===== config.mk =====
export PLATFORM = sky130hd
export DESIGN_NAME = uart_tx
export DESIGN_NICKNAME = d
export VERILOG_FILES = /design/src/rtl/uart_tx.sv
export SDC_FILE = /design/constraint.sdc
export NUM_CORES = 1
export LEC_CHECK = 0
export ABC_AREA = 1
export CAP_MARGIN = 20
export CELL_PAD_IN_SITES_DETAIL_PLACEMENT = 1
export CELL_PAD_IN_SITES_GLOBAL_PLACEMENT = 2
export CORE_ASPECT_RATIO = 1.5
export CORE_UTILIZATION = 35
export DETAILED_ROUTE_END_ITERATION = 10
export PLACE_DENSITY = 0.84
export RECOVER_POWER = 25
export SLEW_MARGIN = 30
export SYNTH_ARGS = -nofsm -noshare
export SYNTH_HDL_FRONTEND = slang
export SYNTH_SLANG_ARGS = --single-unit

===== constraint.sdc =====
create_clock -name clk -period 3.3 [get_ports clk]
set_input_delay 0.66 -clock clk [delete_from_list [all_inputs] [get_ports clk]]
set_output_delay 0.66 -clock clk [all_outputs]
set_load 0.02 [all_outputs]

===== src/rtl/uart_tx.sv =====
// Byte-wide UART transmitter: valid/ready input FIFO feeding an 8-bit
// LSB-first serialiser with start bit, optional parity bit and one stop bit.
module uart_tx #(
    parameter int unsigned BAUD_RATE    = 9600,
    parameter int unsigned CLOCK_FREQ   = 12_000_000,
    parameter int unsigned CLKS_PER_BIT = CLOCK_FREQ / BAUD_RATE,
    parameter int unsigned PARITY       = 0,
    parameter int unsigned FIFO_DEPTH   = 4
) (
    input  logic       clk,
    input  logic       reset,
    input  logic [7:0] data,
    input  logic       valid,
    output logic       ready,
    output logic       tx,
    output logic       busy
);

    localparam int unsigned PTR_W = $clog2(FIFO_DEPTH);

    localparam logic [15:0]      BIT_LAST = 16'(CLKS_PER_BIT - 1);
    localparam logic [15:0]      CNT_DEC  = 16'd1;
    localparam logic [PTR_W-1:0] PTR_ONE  = PTR_W'(1);
    localparam logic [PTR_W:0]   CNT_ONE  = (PTR_W + 1)'(1);
    localparam logic [PTR_W:0]   CNT_FULL = (PTR_W + 1)'(FIFO_DEPTH);
    localparam logic [2:0]       IDX_LAST = 3'd7;
    localparam logic [2:0]       IDX_ONE  = 3'd1;

    typedef enum logic [2:0] {
        S_IDLE,
        S_START,
        S_DATA,
        S_PARITY,
        S_STOP
    } state_t;

    logic [7:0]       mem [FIFO_DEPTH];
    logic [PTR_W-1:0] wr_ptr;
    logic [PTR_W-1:0] rd_ptr;
    logic [PTR_W:0]   count;
    logic [7:0]       head;
    logic             empty;
    logic             push;
    logic             pop;

    assign empty = (count == '0);
    assign ready = (count != CNT_FULL);
    assign push  = valid && ready;
    assign head  = mem[rd_ptr];

    // Pointers wrap naturally because the depth is a power of two.
    always_ff @(posedge clk) begin
        if (!reset) begin
            wr_ptr <= '0;
            rd_ptr <= '0;
            count  <= '0;
        end else begin
            if (push) begin
                wr_ptr <= wr_ptr + PTR_ONE;
            end
            if (pop) begin
                rd_ptr <= rd_ptr + PTR_ONE;
            end
            unique case ({push, pop})
                2'b10:   count <= count + CNT_ONE;
                2'b01:   count <= count - CNT_ONE;
                default: count <= count;
            endcase
        end
    end

    always_ff @(posedge clk) begin
        if (push) begin
            mem[wr_ptr] <= data;
        end
    end

    state_t      state;
    state_t      state_n;
    logic [15:0] baud_cnt;
    logic [15:0] cnt_n;
    logic [2:0]  bit_idx;
    logic [2:0]  idx_n;
    logic [2:0]  idx_inc;
    logic [7:0]  shift_reg;
    logic [7:0]  shift_n;
    logic        tx_q;
    logic        tx_n;
    logic        bit_end;
    logic        par_bit;

    assign bit_end = (baud_cnt == 16'd0);
    assign idx_inc = bit_idx + IDX_ONE;
    assign par_bit = (PARITY == 2) ? ~^shift_reg : ^shift_reg;

    always_ff @(posedge clk) begin
        if (!reset) begin
            state     <= S_IDLE;
            baud_cnt  <= 16'd0;
            bit_idx   <= 3'd0;
            shift_reg <= 8'd0;
            tx_q      <= 1'b1;
        end else begin
            state     <= state_n;
            baud_cnt  <= cnt_n;
            bit_idx   <= idx_n;
            shift_reg <= shift_n;
            tx_q      <= tx_n;
        end
    end

    // tx_n is the line level for the cycle after this edge, so the
    // registered output only ever moves on a bit boundary.
    always_comb begin
        state_n = state;
        cnt_n   = baud_cnt;
        idx_n   = bit_idx;
        shift_n = shift_reg;
        tx_n    = tx_q;
        pop     = 1'b0;
        unique case (state)
            S_IDLE: begin
                tx_n  = 1'b1;
                cnt_n = 16'd0;
                if (!empty) begin
                    pop     = 1'b1;
                    shift_n = head;
                    cnt_n   = BIT_LAST;
                    state_n = S_START;
                    tx_n    = 1'b0;
                end
            end
            S_START: begin
                if (bit_end) begin
                    state_n = S_DATA;
                    idx_n   = 3'd0;
                    cnt_n   = BIT_LAST;
                    tx_n    = shift_reg[0];
                end else begin
                    cnt_n = baud_cnt - CNT_DEC;
                end
            end
            S_DATA: begin
                if (bit_end) begin
                    cnt_n = BIT_LAST;
                    if (bit_idx == IDX_LAST) begin
                        if (PARITY != 0) begin
                            state_n = S_PARITY;
                            tx_n    = par_bit;
                        end else begin
                            state_n = S_STOP;
                            tx_n    = 1'b1;
                        end
                    end else begin
                        idx_n = idx_inc;
                        tx_n  = shift_reg[idx_inc];
                    end
                end else begin
                    cnt_n = baud_cnt - CNT_DEC;
                end
            end
            S_PARITY: begin
                if (bit_end) begin
                    state_n = S_STOP;
                    cnt_n   = BIT_LAST;
                    tx_n    = 1'b1;
                end else begin
                    cnt_n = baud_cnt - CNT_DEC;
                end
            end
            S_STOP: begin
                if (bit_end) begin
                    if (!empty) begin
                        pop     = 1'b1;
                        shift_n = head;
                        cnt_n   = BIT_LAST;
                        state_n = S_START;
                        tx_n    = 1'b0;
                    end else begin
                        cnt_n   = 16'd0;
                        state_n = S_IDLE;
                        tx_n    = 1'b1;
                    end
                end else begin
                    cnt_n = baud_cnt - CNT_DEC;
                end
            end
            default: begin
                state_n = S_IDLE;
                cnt_n   = 16'd0;
                tx_n    = 1'b1;
            end
        endcase
    end

    assign tx   = tx_q;
    assign busy = (state != S_IDLE) || !empty;

endmodule


# Yosys cells after proc, flatten, opt, wreduce, memory -nomap -nowiden
# Memories as Yosys holds them, arrays and structs flattened. A register that Yosys moved wholly into a read port is not among the register bits.
# Index checks and enable logic that the tools add are counted.
[totals] reg_bits=38 ram_bits=32 input_bits=11 output_inout_bits=3 elab_cells=82 mem_count=1
[memory_table] memory="mem" depth=4 word_bits=8 rd=1 rd_ports_with_merged_regs=1 write_ports=1 line_no="37" source="logic [7:0] mem [FIFO_DEPTH];"
[classes] n_addsub=6 n_lt_le_gt_ge=1 n_eq_ne=15 n_mux=36 n_reduce_logical=15
[op_table] cell="$pmux W16 S3" n=1
[op_table] cell="$mux W16" n=2
[op_table] cell="$mux W3" n=9
[op_table] cell="$logic_not A16 Y1" n=1
[op_table] cell="$mux W8" n=2
[op_table] cell="$pmux W8 S2" n=1
[op_table] cell="$sub A16 B1 Y16 const B" n=1
[op_table] cell="$pmux W3 S5" n=1
[op_table] cell="$ne A2 B2 Y1 const B" n=7
[op_table] cell="$mux W1" n=12
[op_table] cell="$pmux W3 S2" n=2
[op_table] cell="$mux W11" n=1
[op_table] cell="$reduce_and A4 Y1" n=2
[op_table] cell="$add A3 B1 Y3 const B" n=2
[op_table] cell="$eq A3 B2 Y1 const B" n=2
[op_table] cell="$eq A3 B3 Y1 const B" n=2
[op_table] cell="$logic_not A3 Y1" n=2
[op_table] cell="$reduce_and A6 Y1" n=1
[op_table] cell="$reduce_bool A2 Y1" n=3
[op_table] cell="$pmux W1 S5" n=1
[op_table] cell="$add A2 B1 Y2 const B" n=2
[op_table] cell="$lt A3 B4 Y1 const B" n=1
[op_table] cell="$mux W2" n=2
[op_table] cell="$bmux W1 S3" n=1
[op_table] cell="12 further kinds" n=12

# Logic depth before layout (Yosys ltp)
[logic_depth] ltp_word=6 mapped_depth=15

# Least setup slack after synthesis
# No wires, ideal clock.
[synth_path] path_kind="reg2reg" start="register baud_cnt[0]" end="register count[2]" setup_time_ns=0.122 t_arrival_ns=2.016 required_time_ns=3.178 path_slack_ns=1.162 stages_incl_launch_ff=16 cell_sequence="dfxtp_1 > inv_1 > ha_1 > nand2_1 > nor2_2 > nand2_2 > nand2_4 > nand2_4 > clkinv_2 > ha_1 > inv_1 > fa_1 > a21oi_1 > o21ai_0 > o21ai_0 > a21oi_1"
[synth_via] elab_chain_len=5 word_cells_on_any_way=7 cone_classes="eq/ne: 2; mux: 3; reduce/logical: 2"
[synth_lines] element="from (decl)" line_no="80" source="logic [15:0] baud_cnt;"
[synth_lines] element="from (signal assigned)" line_no="105" source="baud_cnt <= cnt_n;"
[synth_lines] element="$logic_not A16 Y1 (*)" line_no="92" source="assign bit_end = (baud_cnt == 16'd0);"
[synth_lines] element="$mux W1 (*)" line_no="172" source="if (bit_end) begin"
[synth_lines] element="$pmux W1 S2 (*)" line_no="121" source="unique case (state)"
[synth_lines] element="net pop" line_no="44" source="logic pop;"
[synth_lines] element="$eq A2 B1 Y1 / $eq A2 B2 Y1 (equally long branches)" line_no="64" source="unique case ({push, pop})"
[synth_lines] element="$pmux W3 S2 / $reduce_bool A2 Y1 (equally long branches)"
[synth_lines] element="to (signal assigned)" line_no="65" source="2'b10: count <= count + CNT_ONE;"
[synth_lines] element="to (signal assigned)" line_no="66" source="2'b01: count <= count - CNT_ONE;"
[synth_lines] element="to (signal assigned)" line_no="67" source="default: count <= count;"
[synth_lines] element="to (decl)" line_no="40" source="logic [PTR_W:0] count;"
# Mark *: on every way through the listed nets, which the timed path passes. The rest lies on a longest branch.
# A chain may end at the register's enable or synchronous reset.

# Final worst setup path
[layout_path] start="register state[0]" end="output busy"
[layout_via] elab_chain_len=2
[layout_lines] element="from (decl)" line_no="78" source="state_t state;"
[layout_lines] element="from (signal assigned)" line_no="104" source="state <= state_n;"
[layout_lines] element="$reduce_bool A3 Y1" line_no="197" source="assign busy = (state != S_IDLE) || !empty;"
[layout_lines] element="$logic_or A1 B1 Y1" line_no="197"
[layout_lines] element="to (decl)" line_no="16" source="output logic busy"
# No other way between the ends.

==> impl_metrics.tcl <==
set metrics [dict create \
    yosys-top-cells-area "edfxtp_1 (29%), dfxtp_1 (24%), nand2_1 (8.4%), nor2_1 (6.7%), inv_1 (5.7%)" \
    period_needed_ns 2.52 \
    min_path_type "register to register" \
    syn-num-nets 417 \
    slew_headroom 0.612 \
    path_cells "nor2_4 -> inv_4 -> nor2_2 -> nand2_1 -> clkdlybuf4s50_1" \
    p_int_mw 2.48 \
    viasPerCell 4.75 \
    syn_to_final_growth_pct 17.5 \
    switching_share 0.413 \
    gp_congestion 0.818 \
    status "finished, final reports clean" \
    critPathMaxFanout 5 \
    crit_type "register to output port" \
    synth_ff_type "dfxtp_1" \
    grtUsageTotal 0.162 \
    syn_inst 396 \
    drive_above_1_share 0.116 \
    finalSetupViolations 0 \
    grt_antenna_before_repair 0 \
    whs_path_depth 2 \
    hpwl_mm 5.21 \
    synth_common_cells "nand2_1 (75), nor2_1 (60), inv_1 (51)" \
    peakVddDrop_mv 0.486 \
    synth_most_common_cell "nand2_1" \
    largest_reg_flops 32 \
    core_area_um2 9310 \
    tns_ns 0 \
    min_from "shift_reg[0]" \
    cts_hold_buffers 0 \
    die_width_um 82.0 \
    grt_pass1_wl_mm 12.0 \
    rows 43 \
    yosysWarnings 0 \
    port-buffer-count 13 \
    diodes 0 \
    power_density_nw_per_um2 1070 \
    yosysTopAreaCell "edfxtp_1" \
    initial_core_util 0.361 \
    wire_per_inst_um 13.0 \
    cp-start-kind "register" \
    endpoint "busy" \
    gr-total-overflow 0 \
    rrSetupSlack_ns 0.79 \
    cts_setup_buffers 0 \
    finalCritPeriodShare 0.763 \
    p_switching_mw 1.75 \
    grt_max_degree 33 \
    clock_path_buffers 2 \
    max_freq_mhz 397 \
    die_y_um 122 \
    wl_mm 6.93 \
    cp-startpoint "state[0]" \
    layout.nets 437 \
    syn_area_um2 3360 \
    synth_seq_cells 72 \
    drtIter0Drc 98 \
    cts-resized-gates 0 \
    ys_seq_area_frac 0.524 \
    drtAntennaViolNets 0 \
    cap_violations 0 \
    stdcell_area_um2 3950 \
    r2r_cells 15 \
    end_kind "output port" \
    cts-root-buf "clkbuf_16" \
    synth_edf_count 32 \
    maxSlewViolCount 0 \
    hold_viol 0 \
    required_ns 2.64 \
    async_flop_share 0 \
    power_frac_comb 0.421 \
    cts_buffers 9 \
    rsz0062_at_grt "no" \
    power_frac_clock 0.251 \
    arrival_ns 1.86 \
    path_delay_family "buffers and inverters" \
    cts_max_level 3 \
    r2r_end "count[2]" \
    p_leak_nw 1.65 \
    vias 2532 \
    drt_first_pass_iters 4 \
    grt_pass1_vias 2648 \
    io_pins 14 \
    cts.clk_slew.worst_paths_ns 0.06 \
    cts_tree "built" \
    drc_errors 0 \
    post_synth_num_cell_types 31 \
    worst_slew_pin_slew_ns 0.581 \
    synth.avg_cell_area_um2 8.48 \
    place_area_um2 3620 \
    finClkSkew_ns 0.00779 \
    slowest_delay_ns 0.58 \
    die-area_um2 10000 \
    netlist.area_leader.share 0.286 \
    r2r-start "baud_cnt[0]" \
    seqPwrFrac 0.327 \
    insertion_delay_ns 0.33 \
    worst-path-buf-inv 2 \
    cp.depth 5 \
    cp_slowest_cell "clkdlybuf4s50_1" \
    numClockSinks 72 \
]
-- metrics by stage --
stage	cells	hold slack (ns)	util	power [mW]	setup slack, ns
after floorplan	396	0.445	-	2.79	1.16
after global placement	517	0.467	0.389	3.17	0.850
after detailed placement	517	0.470	0.389	3.23	0.734
after CTS	533	0.478	0.424	4.32	0.731
after global routing	533	0.503	0.424	4.63	0.505
final	533	0.473	0.424	4.23	0.784
-- per-layer routing --
metal	vias up	routed length, um	global-route usage
li1	1312	-	-
met1	1187	2880	0.169
met2	25	3790	0.296
met3	8	159	0.0472
met4	0	104	0.0592
met5	-	0	0
-- layout make-up --
cell class,instances,area (um2)
Clock buffer,9,225
Clock inverter,7,101
Fill cell,1127,5360
Inverter,54,206
Multi-Input combinational cell,261,1340
Sequential cell,72,1760
Tap cell,112,140
Timing Repair Buffer,18,168
-- power by group through the flow --
stage	Clock, mW	Sequential [mW]	Combinational (mW)
after floorplan	0	1.31	1.48
after global placement	0	1.39	1.77
after detailed placement	0	1.41	1.82
after CTS	1.09	1.39	1.83
after global routing	1.13	1.43	2.08
final	1.06	1.39	1.78
-- cell usage in the layout (no fill, tap or decap), drive strengths merged, types with 2 or more instances in the layout --
cell type / n
a21oi: 27
buf: 5
bufinv: 2
clkbuf: 9
clkdlybuf4s50: 6
clkinvlp: 2
dfxtp: 40
dlygate4sd3: 7
edfxtp: 32
ha: 9
inv: 56
nand2: 82
nand3: 22
nand4: 2
nor2: 74
o211ai: 8
o21ai: 24
xnor2: 4
xor2: 5
-- worst min-delay path by stage --
stage / end / slack [ns]
floorplan: bit_idx[1] / 0.44
global placement: shift_reg[4] / 0.47
detailed placement: shift_reg[0] / 0.47
CTS: shift_reg[0] / 0.48
global route: shift_reg[0] / 0.50
finish: shift_reg[0] / 0.47
-- worst reg2reg max path, cell delays in order (launching register included) --
cell	delay, ns
dfxtp_1	0.31
inv_1	0.11
ha_1	0.20
nand2_1	0.07
nor2_2	0.11
nand2_2	0.11
nand2_4	0.11
nand2_4	0.12
clkinv_2	0.15
ha_1	0.16
inv_1	0.06
fa_1	0.38
a21oi_1	0.14
o21ai_0	0.12
o21ai_0	0.17
a21oi_1	0.06
-- kinds of logic after synthesis --
kind of cell | share of synthesized area
adder cells (fa/ha/maj) | 0.0395
buffers and inverters | 0.0756
XOR/XNOR | 0.0235
flip-flops | 0.524
AND/OR/NAND/NOR | 0.241
AO/OA/AOI/OAI | 0.0961
Power figures use the tool's default switching activity.
==> edit 1, RTL diff (same flow settings) <==
`FIFO_DEPTH`: 4 -> 8.
--- a/src/rtl/uart_tx.sv
+++ b/src/rtl/uart_tx.sv
@@ -6,5 +6,5 @@
     parameter int unsigned CLKS_PER_BIT = CLOCK_FREQ / BAUD_RATE,
     parameter int unsigned PARITY       = 0,
-    parameter int unsigned FIFO_DEPTH   = 4
+    parameter int unsigned FIFO_DEPTH   = 8
 ) (
     input  logic       clk,
Formal check against the unedited RTL: not equivalent (a bounded check fails within 10 cycles, from zero or initial values and one cycle with reset low).
==> edit 1 against the original RTL <==
- die area up 43%
- clock skew up 0.0030 ns
- total power increased by 18%
- synthesized area is 44% higher
- sequential cell count grew 36
- sequential share of layout area grew 7.3 points
- setup slack lost 0.14 ns
- cell area rose by 37%
- wire length is 66% higher
==> edit 1: results (changes against the original RTL) <==
PORT-BUFFER-COUNT=13  # unchanged
DP_HPWL_UM=8790  # was 5210 um
HTREE_LEVELS=3  # unchanged
SYNTH_COMMONEST_CELLS='126 x nor2_1, 95 x nand2_1, 64 x edfxtp_1'  # was 75 x nand2_1, 60 x nor2_1, 51 x inv_1
ROUTED_WIRE_LENGTH_PER_INSTANCE_UM=16.1  # was 13.0 um
LAYOUT.NETS=568  # was 437
ARRIVAL_NS=2.90  # was 1.86 ns
POST_SYNTH.CELL_AREA_AVG_UM2=8.96  # was 8.48 um2
LARGEST_REGISTER_FFS=64  # was 32
FIRST_PASS_GRT_WIRE_LENGTH_UM=19000  # was 12000 um
ROUTABILITY_DRIVEN_PLACEMENT_CONGESTION_RATIO=0.895  # was 0.818
CLOCK_INSERTION_DELAY_WORST_SKEW_NS=0.35  # was 0.33 ns
SYNTH_CELL_TYPE_COUNT=32  # was 31
MIN_TO='bit_idx[2]'  # was shift_reg[0]
DRT-INITIAL-DRC-COUNT=126  # was 98
SYNTH-SEQ-AREA-SHARE_PCT=57.9  # was 52.4%
POST_SYNTH_MAIN_AREA_CONTRIBUTORS='edfxtp_1 40%, dfxtp_1 18%, nor2_1 9.8%, nand2_1 7.4%, o21ai_0 4.2%'  # was edfxtp_1 29%, dfxtp_1 24%, nand2_1 8.4%, nor2_1 6.7%, inv_1 5.7%
FIRST_GLOBAL_VIAS=3894  # was 2648
FINAL.SETUP_SKEW_NS=0.0108  # was 0.00779 ns
LEAKAGE_DISSIPATION_uW=0.00213  # was 0.00165 uW
POST_ROUTE_CELLS_DRIVE_ABOVE_1_SHARE_PCT=8.84  # was 11.6%
CLOCKBUFFERDEPTH=2  # unchanged
STATUS='finished clean'  # unchanged
WORST_HOLD_STARTPOINT='bit_idx[2]'  # was shift_reg[0]
WORST_IR_DROP_VDD_mV=0.385  # was 0.486 mV
MAPPEDNETLISTNETS=559  # was 417
MAX_SLEW.WORST_PIN.SLEW_NS=0.700  # was 0.581 ns
TIMING.HOLD.WORST.CLASS='reg2reg'  # unchanged
R2R_SETUP_SLACK_NS=0.65  # was 0.79 ns
NUMBER_OF_BUFFERS_ADDED_BY_THE_CLOCK_TREE_SYNTHESIS_STEP=9  # unchanged
WORST-PATH-MAX-FANOUT=14  # was 5
VIA_PER_INST=5.01  # was 4.75
YS_ASYNC_SR_FRACTION_PCT=0  # unchanged
DPL_WORST_SLACK_NS=0.614  # was 0.734 ns
PATH_CLK_SLEW_NS=0.08  # was 0.06 ns
TRACK_USAGE_PCT=17.2  # was 16.2%
POST_CTS_BUFFERS=0  # unchanged
SYNTH-EDFF-COUNT=64  # was 32
edit 1: layout make-up:
class / count / area, um2
well taps: 162 / 203
repair buffers: 15 / 145
flip-flops and latches: 108 / 2800
fillers: 1553 / 8080
clock inverters: 7 / 65.1
multi-input cells: 375 / 1800
clock buffers: 9 / 225
inverters: 40 / 151
edit 1: report_power, final:
group	switching, uW	internal (uW)	total, uW	leakage (uW)
sequential	199	1640	1840	0.000943
combinational	1380	713	2090	0.00105
clock	523	533	1060	0.000141
edit 1: layer usage:
| layer | part of all wire, % | vias to the layer above | track usage (%) |
|---|---|---|---|
| met5 | 0 | - | 0 |
| met4 | 2.8 | 0 | 6.74 |
| met3 | 1.6 | 21 | 1.87 |
| met2 | 59 | 44 | 34.8 |
| met1 | 37 | 1731 | 17.4 |
| li1 | - | 1792 | - |
edit 1: cell families (layout without fill, tap and decap cells):
group / count (synthesis) / count (layout) / synth area share [%]
simple gates: 281 / 281 / 25.2
flops: 108 / 108 / 57.9
compound gates: 75 / 75 / 7.89
buf+inv: 57 / 71 / 4.89
xor+xnor: 11 / 11 / 1.99
fa+ha+maj: 8 / 8 / 2.07
edit 1: per-stage QoR:
| step | hold WS (ns) | area (um2) | utilization, % | instances |
|---|---|---|---|---|
| 6_report | 0.481 | 5390 | 40.0 | 716 |
| 5_1_grt | 0.495 | 5390 | 40.0 | 716 |
| 4_1_cts | 0.488 | 5390 | 40.0 | 716 |
| 3_5_place_dp | 0.476 | 5100 | 37.9 | 700 |
| 3_3_place_gp | 0.461 | 5100 | 37.9 | 700 |
| 2_1_floorplan | 0.447 | 4840 | - | 540 |
edit 1: how the worst max path moves through the flow:
stage,slack (ns),startpoint,endpoint
2_1_floorplan,1.05,baud_cnt[0],count[2]
3_3_place_gp,0.69,baud_cnt[0],count[2]
3_5_place_dp,0.61,baud_cnt[0],count[2]
4_1_cts,0.60,baud_cnt[0],count[2]
5_1_grt,0.32,baud_cnt[0],count[2]
6_report,0.65,baud_cnt[0],count[2]
edit 1: critical path, cell delays in order, from the launching register on:
cell and delay [ns]:
dfxtp_1 0.34, inv_1 0.07, ha_1 0.28, nand2_4 0.13
nor2_4 0.05, nand2_2 0.10, nand2_2 0.06, nand2_2 0.17
clkinv_2 0.22, ha_1 0.29, xor2_1 0.25, ha_1 0.20
a21oi_1 0.05, xnor2_1 0.14, o21ai_0 0.16, inv_1 0.05
==> edit 2, RTL diff (same settings) <==
Made on the original files. Register the output `tx` once more, cleared by the reset; this adds one clock of latency there. The other outputs are not delayed to match.
--- a/src/rtl/uart_tx.sv
+++ b/src/rtl/uart_tx.sv
@@ -194,5 +194,11 @@
     end
 
-    assign tx   = tx_q;
+    always_ff @(posedge clk) begin
+        if (!reset) begin
+            tx <= '0;
+        end else begin
+            tx <= tx_q;
+        end
+    end
     assign busy = (state != S_IDLE) || !empty;
 
Behaviour: not the same (a bounded check fails within 4 cycles, from zero or initial values and one cycle with reset low).
==> edit 2 against the original RTL <==
- total power is 3.6% higher
- critical endpoint is now count[2]
- sequential cell count is 1 higher
- global-route usage hardly changed
- largest cell class unchanged
- cell area is 0.48% lower
- wire length is 1.1% higher
- non-clock buffer count stayed put
- critical path depth is 10 higher
- sequential share of layout area is 0.69 points higher
- synthesized area is 0.86% lower
- setup slack better by 0.0075 ns
==> edit 2: results (changes against the original RTL) <==
STATUS='finished clean'  # unchanged
DRT-INITIAL-DRC-COUNT=63  # was 98
TIMING.CRITICAL_PATH.SLOWEST_CELL_DELAY_NS=0.38  # was 0.58 ns
FINAL.SETUP_SKEW_NS=0.00614  # was 0.00779 ns
PLACEMENT.CELL_AREA_MM2=0.00358  # was 0.00362 mm2
CRITICAL_PATH.REG2REG.ENDPOINT='count[2]'  # unchanged
MAX_SLEW.WORST_PIN.SLEW_NS=0.542  # was 0.581 ns
SYNTH_CELL_TYPE_COUNT=32  # was 31
SYNTH_COMMONEST_CELLS='89 x nor2_1, 52 x nand2_1, 41 x dfxtp_1'  # was 75 x nand2_1, 60 x nor2_1, 51 x inv_1
CRIT_PATH_TOP_DELAY_CELL='fa_1'  # was clkdlybuf4s50_1
DRT_PRE_ANTENNA_ITERS=4  # unchanged
ROUTABILITY_DRIVEN_PLACEMENT_CONGESTION_RATIO=0.780  # was 0.818
POST_CTS_BUFFERS=0  # unchanged
YOSYS_WARNINGS=0  # unchanged
WORSTREG2REGSTART='baud_cnt[0]'  # unchanged
R2R_SETUP_SLACK_NS=0.79  # about the same
CLOCK_INSERTION_DELAY_WORST_SKEW_NS=0.34
CLOCKBUFFERDEPTH=2  # unchanged
FINISH.CELL_COUNT_WITHOUT_FILLERS=521  # was 533
SYNTH-SEQ-AREA-SHARE_PCT=53.5  # was 52.4%
POSTSYNTHCELLCOUNT=384  # was 396
TRACK_USAGE_PCT=16.2  # about the same
WORST-PATH-MAX-FANOUT=12  # was 5
WORST_IR_DROP_VDD_mV=0.454  # was 0.486 mV
WORST_HOLD_STARTPOINT='tx_q'  # was shift_reg[0]
N_FILL_CELL=1095  # was 1127
DP_HPWL_UM=5320  # was 5210 um
GRT_MAX_DEGREE=18  # was 33
PLACED_CELLS=505  # was 517
POST_SYNTH_MAIN_AREA_CONTRIBUTORS='edfxtp_1 29%, dfxtp_1 25%, nor2_1 10%, nand2_1 5.9%, o21ai_0 4.8%'  # was edfxtp_1 29%, dfxtp_1 24%, nand2_1 8.4%, nor2_1 6.7%, inv_1 5.7%
MIN_TO='tx'  # was shift_reg[0]
MAPPEDNETLISTNETS=405  # was 417
ROUTED_WIRE_LENGTH_PER_INSTANCE_UM=13.4  # was 13.0 um
FIRST_GLOBAL_VIAS=2639  # was 2648
VIA_PER_INST=4.79  # was 4.75
DIODES=0  # unchanged
CLOCKROOTBUFFER='clkbuf_16'  # unchanged
SYNTH-EDFF-COUNT=32  # unchanged
FIRST_PASS_GRT_WIRE_LENGTH_UM=11800  # was 12000 um
ARRIVAL_NS=2.73  # was 1.86 ns
LAYOUT.NETS=425  # was 437
POST_ROUTE_CELLS_DRIVE_ABOVE_1_SHARE_PCT=11.7  # was 11.6%
LEAKAGE_DISSIPATION_uW=0.00160  # was 0.00165 uW
[edit 2: final cells by class]
type	count	area, um2	share of cell area (%)
clock inverters	7	119	3.03
clock buffers	9	225	5.73
inverters	37	140	3.57
well taps	112	140	3.57
flip-flops and latches	73	1780	45.4
repair buffers	18	168	4.27
multi-input cells	265	1360	34.5
[edit 2: worst max path at each step]
stage / slack (ns) / end / startpoint / cells after the start
floorplan: 1.11 / count[2] / baud_cnt[0] / 16
global placement: 0.82 / count[2] / valid / 9
detailed placement: 0.76 / count[2] / baud_cnt[0] / 15
CTS: 0.75 / count[2] / baud_cnt[0] / 15
global route: 0.52 / count[2] / baud_cnt[0] / 15
finish: 0.79 / count[2] / baud_cnt[0] / 15
[edit 2: worst max-delay path, delay by kind of cell, from the launching register on]
family,cells,cell delay [ns]
compound gates,4,0.47
fa+ha+maj,3,0.74
buf+inv,3,0.37
flops,1,0.32
simple gates,5,0.49
[edit 2: where the power goes]
part,switching [uW],internal (uW),leakage [uW],total [uW]
clock network,384,738,0.000163,1120
registers,193,1180,0.000630,1380
logic,1210,673,0.000807,1880
[edit 2: cells by family after synthesis]
group                      count (synthesis)  synth area share, %
buffers and inverters                     46                 5.82
adders and majority gates                 10                 3.98
DFF                                       73                 53.5
and+or+nand+nor                          187                 25.4
xor gates and xnor gates                   9                 2.37
AOI/OAI and AO/OA                         59                 8.98
[edit 2: stage by stage]
stage | worst slack [ns] | util (%) | hold WS (ns)
floorplan | 1.11 | - | 0.401
global placement | 0.824 | 38.7 | 0.431
detailed placement | 0.756 | 38.7 | 0.431
CTS | 0.750 | 42.5 | 0.442
global route | 0.521 | 42.5 | 0.464
finish | 0.791 | 42.5 | 0.436
[edit 2: routing by layer]
| metal | share of wire, % | up-vias | routed length, um | global-route usage [%] |
|---|---|---|---|---|
| met2 | 58 | 20 | 4040 | 31.6 |
| li1 | - | 1290 | - | - |
| met3 | 1.6 | 13 | 111 | 2.56 |
| met1 | 38 | 1175 | 2640 | 14.7 |
| met4 | 3.1 | 0 | 216 | 10.1 |
| met5 | 0 | - | 0 | 0 |
